[src/rtl/down_timer.sv]
// ---------------------------------------------------------------------------
// down_timer
//   Loadable down-counting timer. Holds a reload value, counts it down to
//   zero while enabled, pulses o_tc for one cycle on expiry and optionally
//   reloads itself to produce periodic strobes.
//
// Ports
//   i_clk          system clock, rising edge
//   i_rst          synchronous active-high reset
//   i_load         capture i_data into reload register and counter, abort run
//   i_data         value captured on i_load
//   i_start        start countdown from current counter (IDLE only)
//   i_en           count enable; low pauses the countdown in RUN
//   i_auto_reload  1 = reload and restart after expiry, 0 = one-shot
//   o_counter      current count (registered)
//   o_busy         high while in RUN or EXPIRED (registered)
//   o_tc           terminal-count pulse, high exactly while EXPIRED
// ---------------------------------------------------------------------------
module down_timer #(
    parameter int WIDTH = 4
) (
    input  logic             i_clk,
    input  logic             i_rst,
    input  logic             i_load,
    input  logic [WIDTH-1:0] i_data,
    input  logic             i_start,
    input  logic             i_en,
    input  logic             i_auto_reload,
    output logic [WIDTH-1:0] o_counter,
    output logic             o_busy,
    output logic             o_tc
);

    typedef enum logic [1:0] {
        IDLE    = 2'd0,
        RUN     = 2'd1,
        EXPIRED = 2'd2
    } state_t;

    localparam logic [WIDTH-1:0] ONE  = WIDTH'(1);
    localparam logic [WIDTH-1:0] ZERO = '0;

    state_t           state;
    logic [WIDTH-1:0] reload;

    // o_busy and o_tc are registered alongside the state so they are pure
    // flop outputs that always agree with the state entered on this edge.
    always_ff @(posedge i_clk) begin
        if (i_rst) begin
            state     <= IDLE;
            reload    <= ZERO;
            o_counter <= ZERO;
            o_busy    <= 1'b0;
            o_tc      <= 1'b0;
        end else if (i_load) begin
            state     <= IDLE;
            reload    <= i_data;
            o_counter <= i_data;
            o_busy    <= 1'b0;
            o_tc      <= 1'b0;
        end else begin
            case (state)
                IDLE: begin
                    if (i_start) begin
                        o_busy <= 1'b1;
                        if (o_counter == ZERO) begin
                            // Nothing to count: expire straight away.
                            state <= EXPIRED;
                            o_tc  <= 1'b1;
                        end else begin
                            state <= RUN;
                        end
                    end
                end
                RUN: begin
                    if (i_en) begin
                        // Counter is never 0 in RUN; <= ONE keeps it from
                        // wrapping even if that ever stopped being true.
                        if (o_counter <= ONE) begin
                            o_counter <= ZERO;
                            state     <= EXPIRED;
                            o_tc      <= 1'b1;
                        end else begin
                            o_counter <= o_counter - ONE;
                        end
                    end
                end
                EXPIRED: begin
                    // Single cycle regardless of i_en.
                    o_tc <= 1'b0;
                    if (i_auto_reload && (reload != ZERO)) begin
                        o_counter <= reload;
                        state     <= RUN;
                    end else begin
                        state  <= IDLE;
                        o_busy <= 1'b0;
                    end
                end
                default: begin
                    state  <= IDLE;
                    o_busy <= 1'b0;
                    o_tc   <= 1'b0;
                end
            endcase
        end
    end

endmodule

[config.mk]
export PLATFORM = sky130hd
export DESIGN_NAME = down_timer
export DESIGN_NICKNAME = d
export VERILOG_FILES = /design/src/rtl/down_timer.sv
export SDC_FILE = /design/constraint.sdc
export NUM_CORES = 1
export LEC_CHECK = 0
export ABC_AREA = 1
export CELL_PAD_IN_SITES_DETAIL_PLACEMENT = 2
export CELL_PAD_IN_SITES_GLOBAL_PLACEMENT = 2
export CORE_AREA = 5 5 63 65
export DETAILED_ROUTE_END_ITERATION = 6
export DIE_AREA = 0 0 68 70
export PLACE_DENSITY = 0.8
export SLEW_MARGIN = 5
export SYNTH_ARGS = -nofsm -noshare
export SYNTH_HDL_FRONTEND = slang
export SYNTH_SLANG_ARGS = --single-unit
[constraint.sdc]
create_clock -name i_clk -period 1.2 [get_ports i_clk]
set_input_delay 0.24 -clock i_clk [delete_from_list [all_inputs] [get_ports i_clk]]
set_output_delay 0.24 -clock i_clk [all_outputs]
set_load 0.05 [all_outputs]
Yosys cells after proc, flatten, opt, wreduce, memory -nomap -nowiden
Index checks and enable logic that the tools add are counted.
{ "totals": {"elab_cells": 46, "latch_bits": 0, "in_bits": 10, "out_inout_bits": 6, "memories": 0, "ram_bits": 0, "rom_bits": 0, "reg_bits": 12} }
{ "op_classes": {"n_reduce_logical": 10, "div_mod_pow": 0, "add_sub_neg": 1, "shifts": 0, "magnitude_cmp": 1, "multipliers": 0, "n_bitwise": 1, "muxes": 19, "eq_ne": 9} }
{ "ops": {"columns": ["op", "count"], "rows": [
  ["two-way mux 4 bit", 4],
  ["inequality test 2 bit (second input constant)", 5],
  ["AND reduction 3 bit", 3],
  ["two-way mux 2 bit", 4],
  ["one-hot mux 4 bit (2 select lines)", 1],
  ["two-way mux 1 bit", 7],
  ["inequality test 3 bit (second input constant)", 2],
  ["one-hot mux 2 bit (3 select lines)", 1],
  ["<= comparator 4 x 1 -> 1 bit (second input constant)", 1],
  ["zero test 4 bit", 1],
  ["AND reduction 4 bit", 1],
  ["nonzero test 4 bit", 1],
  ["subtractor 4 x 1 -> 4 bit (second input constant)", 1],
  ["one-hot mux 1 bit (3 select lines)", 1],
  ["nonzero test 3 bit", 1],
  ["equality test 2 x 1 -> 1 bit (second input constant)", 1],
  ["equality test 2 bit (second input constant)", 1],
  ["zero test 2 bit", 1],
  ["one-hot mux 1 bit (2 select lines)", 1],
  ["OR reduction 2 bit", 1],
  ["logical AND 1 bit", 1],
  ["NOT 1 bit", 1]
]} }

Logic depth before layout (Yosys ltp)
Gate-level depths: netlist of the first run.
{ "depth": {"word_depth": 5, "mapped_depth": 10, "mapped_depth_nobuf": 10} }

Worst setup path after synthesis of the first run
OpenSTA, ideal clock, no wires.
{ "synth_path": {"kind": "register to register", "start": "reg o_counter[0]", "end": "reg o_tc", "t_arrival_ps": 1587, "setup_ps": 114, "stages_incl_launch_ff": 9, "required_time_ps": 1086, "synth_period_minus_slack_ps": 1702, "path_buffers": 0, "setup_slack_ps": -502, "path_cell_list": "dfxtp_1 inv_1 ha_1 o21ai_2 nand2_1 nand2_1 nor2_1 o21ai_1 nor2_1"} }
{ "synth_via": {"elab_chain_len": 3, "elab_cells_between_ends": 5, "cone_classes": "order compare: 1; eq/ne: 2; reduce/logical: 2"} }
{ "synth_rtl": {"columns": ["item", "line", "rtl"], "rows": [
  ["from (decl)", "29", "output logic [WIDTH-1:0] o_counter,"],
  ["from (signal assigned)", "58", "o_counter <= i_data;"],
  ["from (signal assigned)", "84", "o_counter <= o_counter - ONE;"],
  ["from (signal assigned)", "92", "o_counter <= reload;"],
  ["<= comparator 4 x 1 -> 1 bit or zero test 4 bit (tied branches)", "79, 66", null],
  ["inequality test 2 bit (no source line)", null, null],
  ["AND reduction 4 bit (no source line) *", null, null],
  ["to (signal assigned)", "82", "o_tc <= 1'b1;"],
  ["to (signal assigned)", "90", "o_tc <= 1'b0;"],
  ["to (signal assigned)", "102", "o_tc <= 1'b0;"],
  ["to (decl)", "31", "output logic o_tc"]
]} }
Mark *: on every way between the ends. The rest lies on a longest branch, timed or not.
A chain may end at the register's enable or synchronous reset.

Worst setup path in the final report of the first run
Ends and elaborated chain as after synthesis.

==> results of run 1 <==
[metal layers]
metal / up-vias / share of wire / wire length [um] / global-route usage
li1: 436 / - / - / -
met4: 0 / 0.012 / 34 / 0.0331
met1: 413 / 0.38 / 1130 / 0.146
met2: 13 / 0.58 / 1700 / 0.261
met5: - / 0 / 0 / 0
met3: 5 / 0.031 / 93 / 0.0337
[kinds of logic (layout without fill, tap and decap cells)]
| logic type | Yosys count | after routing |
|---|---|---|
| adder cells (fa/ha/maj) | 2 | 2 |
| XOR/XNOR | 1 | 1 |
| AO/OA/AOI/OAI | 13 | 13 |
| flip-flops | 12 | 12 |
| AND/OR/NAND/NOR | 69 | 69 |
| buffers and inverters | 16 | 58 |
[worst max-delay path: cells and delay by family, from the launching register on]
| family | cells | cell delay [ps] |
|---|---|---|
| buf+inv | 1 | 40 |
| fa+ha+maj | 1 | 160 |
| compound gates | 2 | 300 |
| simple gates | 4 | 280 |
| flops | 1 | 400 |
[power groups by stage]
stage          Combinational, mW  Clock [mW]  Sequential, mW
3_5_place_dp               0.639           0           0.479
6_report                   0.667       0.354           0.476
2_1_floorplan              0.252           0           0.550
5_1_grt                    0.726       0.391           0.481
3_3_place_gp               0.605           0           0.475
4_1_cts                    0.668       0.370           0.474
[synthesized netlist by cell type (2+ instances only)]
library cell   n  area [sq um]
a21oi_1        6          30.0
nand2_1       31           116
nand2_2        4          25.0
o21ai_1        2          10.0
dfxtp_1       12           240
nand3b_1       2          15.0
nor2_2         5          31.3
inv_1         14          52.6
o21a_1         3          22.5
ha_1           2          25.0
nand3_1        6          30.0
nor2_1        18          67.6
[flip-flops by register name, summed over array words and instances (netlist names)]
signal / count
o_tc: 1
o_busy: 1
reload: 4
o_counter: 4
state: 2
[stage by stage]
stage,util,hold WS (ps)
after global placement,0.368,484
after detailed placement,0.368,492
after global routing,0.394,532
final,0.394,502
after floorplan,-,309
after CTS,0.389,506
[area by class of cell]
type                    count  area (sq um)
flip-flops and latches     12           253
multi-input cells          85           488
fillers                   406          1990
repair buffers             39           397
inverters                  15          61.3
well taps                  46          57.6
clock buffers               4          36.3
[worst max-delay path by stage]
stage	from	end	slack, ps	cells past startpoint
after floorplan	o_counter[0]	o_tc	-60	8
after global placement	i_load	o_counter[0]	-300	7
after detailed placement	i_load	state[1]	-440	4
after CTS	state[1]	o_tc	-80	7
after global routing	o_counter[0]	o_tc	-160	8
final	o_counter[0]	o_tc	-70	8
[repair_timing]
action                     4_1_cts  5_1_grt
resized for setup               11        5
setup endpoints to repair        8       11
pin swaps                        0        1
setup buffers                    0        0
==> impl_results.md, run 1 <==
- Clock Latency Late Sink: 290 ps
- Reg2Reg Depth: 8
- Final WL: 2950 um
- Final ANT Viol Nets: 0
- Crit Path Max Fanout: 4
- Cell area after layout: 0.00129 sq mm
- Slew Limit Headroom: 0.776
- Fin nets: roughly 170
- Fin crit period: between 1000 and 1500 ps
- Switching portion of total power: 0.373
- Async SR Flop Fraction: 0
- Setup CP Type: register to register
- Vias: 867
- RSZ-0062 raised after global routing: yes
- PnR Total Power: between 1 and 1.5 mW
- Synth Area in Simple Gates: 0.424
- Post-synth EDFFs: 0
- Worst Tran Pin Value: about 340 ps
- Crit path DAT: 1470 ps
- Root buffer cell: clkbuf_4
- First-pass GRT wire length: about 5000 um
- Outcome: complete, but fails checks
- Initial Util: 0.221
- Mapped Area: 726 sq um
- Initial antenna violation count: 0
- Final setup viols: 7
- IO Count: 16
- Diode count: 0
- Area delta synth->final: 78.1%
- Mux contribution to synthesized area: 0
- Largest family of logic cells by synthesized area: simple AND/OR/NAND/NOR gates
- CP max stage delay: 400 ps
- Initial DRC Count: 12
- Worst path slowest cell: dfxtp_4
- Peak supply drop: approximately 0.51 mV
- CTS max path bufs: 2
- GRT Total Usage: 0.138
- Reg2reg start: o_counter[0]
- Die ar.: approximately 0.0048 sq mm
- Clock share of power: 0.236
- Failing checks: setup timing
- Max Fclk: 787 MHz
- Synth Area in XOR/XNOR: 0.0121
- Syn avg cell area: approximately 6.4 sq um
- First drt pass iteration count: 3
- Slew Viols, Final: 0
- FF-to-FF End: o_tc
- Sw power: 0.558 mW
- Hold/Removal Path Class: register to register
- Cell count after synthesis: roughly 110
- FF-to-FF setup slack: -70 ps
- Clock sink count: 12
- IO buf count: 15
- Number of synthesized register bits: 12
- Layout cells sized above 1: 0.413
- Reg clk slew, reported paths: 90 ps
- YS warnings: 0
- Most common library cell in the layout ignoring fill and taps: nand2_1
- Pleak: 0.592 nW
- TritonCTS clock tree: built
- TritonCTS Buffers: 3
- Placed insts: ~200
- DPL Wire Length: 2480 um
- Part of the cycle the worst path needs: 1.06
- Pwr dens: 1160 mW/mm^2
- Clock Skews: 8.06 ps
- Synth Area in Compound Gates: 0.105
- Syn nets: 125
- Hold_buf cts: 0
- Most frequent cells in the layout: nand2_1, buf_4, nor2_1
- Sequential area share after synthesis: 0.331
- Worst path required time: 1400 ps
- Gp weighted congestion: 0.796
- # H-tree levels: 1
- CP Launch Type: register
- Adder-Cell Fraction of Synth Area: 0.0345
- Number of core rows: 21
- Drt via density: between 4 and 5
- Min-delay src: o_busy
- Sequential power share: 0.318
- Fin cells: approximately 200
- Internal power: 0.939 mW
- # DRC: 0
- Hold path depth: 2
- Die H: ~70 um
- Grt ovf: 0
- Setup TNS Final: -215 ps
- Pin count of the biggest net entering global routing: 8
- Drt wl/cell: 14.7 um
- Setup crit end kind: register
- Synth Flop Type: dfxtp_1
- Comb power frac: 0.446
- Library cells used by synthesis: 20
- Hold EP: o_busy
- Die X-Extent: 68 um
- Maxcap violations: 0
- CP cell instances: inv_4 -> ha_4 -> o21ai_4 -> nand2_1 -> nand2_2 -> nor2_2 -> o21ai_1 -> nor2_1
- Dpl ws: -443 ps
- Area post-placement: 0.00121 sq mm
- Core footprint: 0.00328 sq mm
- Final Worst Setup Slack: -70.7 ps
- Vias in the first global route: 1,044
- Hold Fails Final Rpt: 0
(Power assumes the default switching activity.)
==> run 2: changes to the inputs <==
CORE_AREA = 5 5 60 62   (was 5 5 63 65)
DIE_AREA = 0 0 65 67   (was 0 0 68 70)
PLACE_DENSITY = 0.84   (was 0.8)
clock period = 1.25 ns   (was 1.2 ns; I/O delays follow)
==> impl_results.md, run 2 (synthesis results as in run 1) <==
- Outcome: complete, but fails checks
- Failing checks: setup timing
- Gp weighted congestion: 0.870 (+9.2%)
- Setup crit end kind: register
- Max Fclk: 770 MHz (-2.2%)
- Area delta synth->final: 71.0%
- CTS max path bufs: 2 (unchanged)
- Buf/Inv on CP: 2 (+1)
- Most common library cell in the layout ignoring fill and taps: nand2_1
- Final ANT Viol Nets: 0 (unchanged)
- Vias: 889 (+2.5%)
- RSZ-0062 raised after global routing: yes
- Met1 Use GR: 0.163 (+0.0172)
- Final WL: 3450 um (+17%)
- # H-tree levels: 1 (unchanged)
- Hold path depth: 1 (-1)
- Largest delay share family, worst path: flip-flops
- CP max stage delay: 390 ps (about the same)
- Fin crit period: 1300 ps (+28.1 ps)
- Largest regs: o_counter (4), reload (4), state (2)
- Vias in the first global route: 1,034 (-0.96%)
- Maxcap violations: 0 (unchanged)
- TritonCTS clock tree: built
- First drt pass iteration count: 2 (-1)
- Die H: 67 um (-4.3%)
- Hold Fails Final Rpt: 0 (unchanged)
- Worst Tran Pin Value: 266 ps (-70.1 ps)
- Final setup viols: 5 (-2)
- Drt wl/cell: 18.7 um (+28%)
- CP Launch Type: register
- Met3 Use GR: 0.0185 (-0.0151)
- FF-to-FF setup slack: -50 ps (+20 ps)
- Core footprint: 0.00298 sq mm (-9.3%)
- Clock Latency Late Sink: 290 ps (about the same)
- IO buf count: 15 (unchanged)
- CP cell instances: inv_4 -> ha_4 -> o21ai_4 -> buf_4 -> nand4_1 -> nand2_1 -> nor2_2 -> nor2_1
- Peak supply drop: 0.520 mV (+1.4%)
- Crit path DAT: 1530 ps (+60 ps)
- Layout cells sized above 1: 0.417 (+0.00432)
- Hold_buf cts: 0 (unchanged)
- Diode count: 0 (unchanged)
- Reg clk slew, reported paths: 100 ps (about the same)
- Hold EP: state[1]
- Fin cells: 184 (-8.5%)
- Crit Path Max Fanout: 4 (unchanged)
- Initial Util: 0.244 (+0.0227)
- Drt via density: 4.83 (+12%)
- Met2 usage: 0.298 (+0.0363)
- Die ar.: 0.00436 sq mm (-8.5%)
- Worst path required time: 1480 ps (+80 ps)
- Hold/Removal Path Class: register to register
- Part of the cycle the worst path needs: 1.04 (-0.0199)
- Die X-Extent: 65 um (-4.4%)
- GRT Total Usage: 0.153 (+0.0156)
- Setup CP Type: register to register
- DPL Wire Length: 2260 um (-8.7%)
- Reg2Reg Depth: 8 (unchanged)
- GR peak layer: met2
- # DRC: 0 (unchanged)
- Pwr dens: 1170 mW/mm^2 (+0.79%)
- FF-to-FF End: o_counter[3]
- Initial antenna violation count: 0 (unchanged)
- Worst path slowest cell: dfxtp_4
- Pin count of the biggest net entering global routing: 8 (unchanged)
- Initial DRC Count: 20 (+8)
- Clock sink count: 12 (unchanged)
- Reg2reg start: o_counter[0]
- Slew Limit Headroom: 0.822 (+0.0467)
- Clock Skews: 6.65 ps (-1.41 ps)
- TritonCTS Buffers: 3 (unchanged)
- Pleak: 0.564 nW (-4.7%)
- IO Count: 16 (unchanged)
- Grt ovf: 0 (unchanged)
- Area post-placement: 0.00113 sq mm (-6.3%)
- Root buffer cell: clkbuf_4
- Most frequent cells in the layout: nand2_1, buf_4, nor2_1
- Cell area after layout: 0.00124 sq mm (-4.0%)
- Slew Viols, Final: 0 (unchanged)
- Fin nets: 164 (-2.4%)
- Min-delay src: state[1]
- Placed insts: 176 (-11%)
- First-pass GRT wire length: 4990 um (+2.1%)
- Number of core rows: 20 (-4.8%)
- Final Worst Setup Slack: -48.8 ps (+21.9 ps)
## run 2: how the worst max path moves through the flow
stage	start	end	cells past startpoint	slack, ps
floorplan	o_counter[0]	o_tc	8	-6
global placement	i_load	o_counter[0]	7	-270
detailed placement	i_load	o_counter[2]	7	-330
CTS	o_counter[0]	o_counter[2]	7	-30
global route	o_counter[0]	o_counter[3]	8	-130
finish	o_counter[0]	o_counter[3]	8	-50
## run 2: final cells by class
cell class                 instances  area [sq um]
fill                             344          1740
multi-input combinational         85           488
timing repair buffer              35           359
sequential                        12           255
inverter                          15          61.3
tap                               33          41.3
clock buffer                       4          36.3
## run 2: layer usage
| metal | up-vias | wire [um] |
|---|---|---|
| li1 | 428 | - |
| met1 | 435 | 1510 |
| met2 | 17 | 1740 |
| met3 | 9 | 76 |
| met4 | 0 | 117 |
| met5 | - | 0 |
## run 2: per-stage QoR
step | util | TNS [ps] | hold slack, ps | power (mW) | setup slack (ps)
final | 0.417 | -138 | 503 | 1.45 | -48.8
after global placement | 0.381 | -1670 | 480 | 1.01 | -270
after detailed placement | 0.381 | -2310 | 489 | 1.04 | -330
after floorplan | - | -5.68 | 319 | 0.769 | -5.68
after global routing | 0.417 | -599 | 504 | 1.52 | -129
after CTS | 0.395 | -114 | 498 | 1.39 | -30.4
## run 2: what timing repair did
item / 4_1_cts / 5_1_grt
resized for setup: 6 / 12
cloned: 0 / 0
pin swaps: 0 / 7
setup endpoints to repair: 6 / 8
setup buffers: 0 / 4
## run 2: where the power goes
| part | internal, mW | switching (mW) |
|---|---|---|
| logic | 0.295 | 0.350 |
| registers | 0.418 | 0.0439 |
| clock network | 0.178 | 0.165 |
| total | 0.890 | 0.559 |
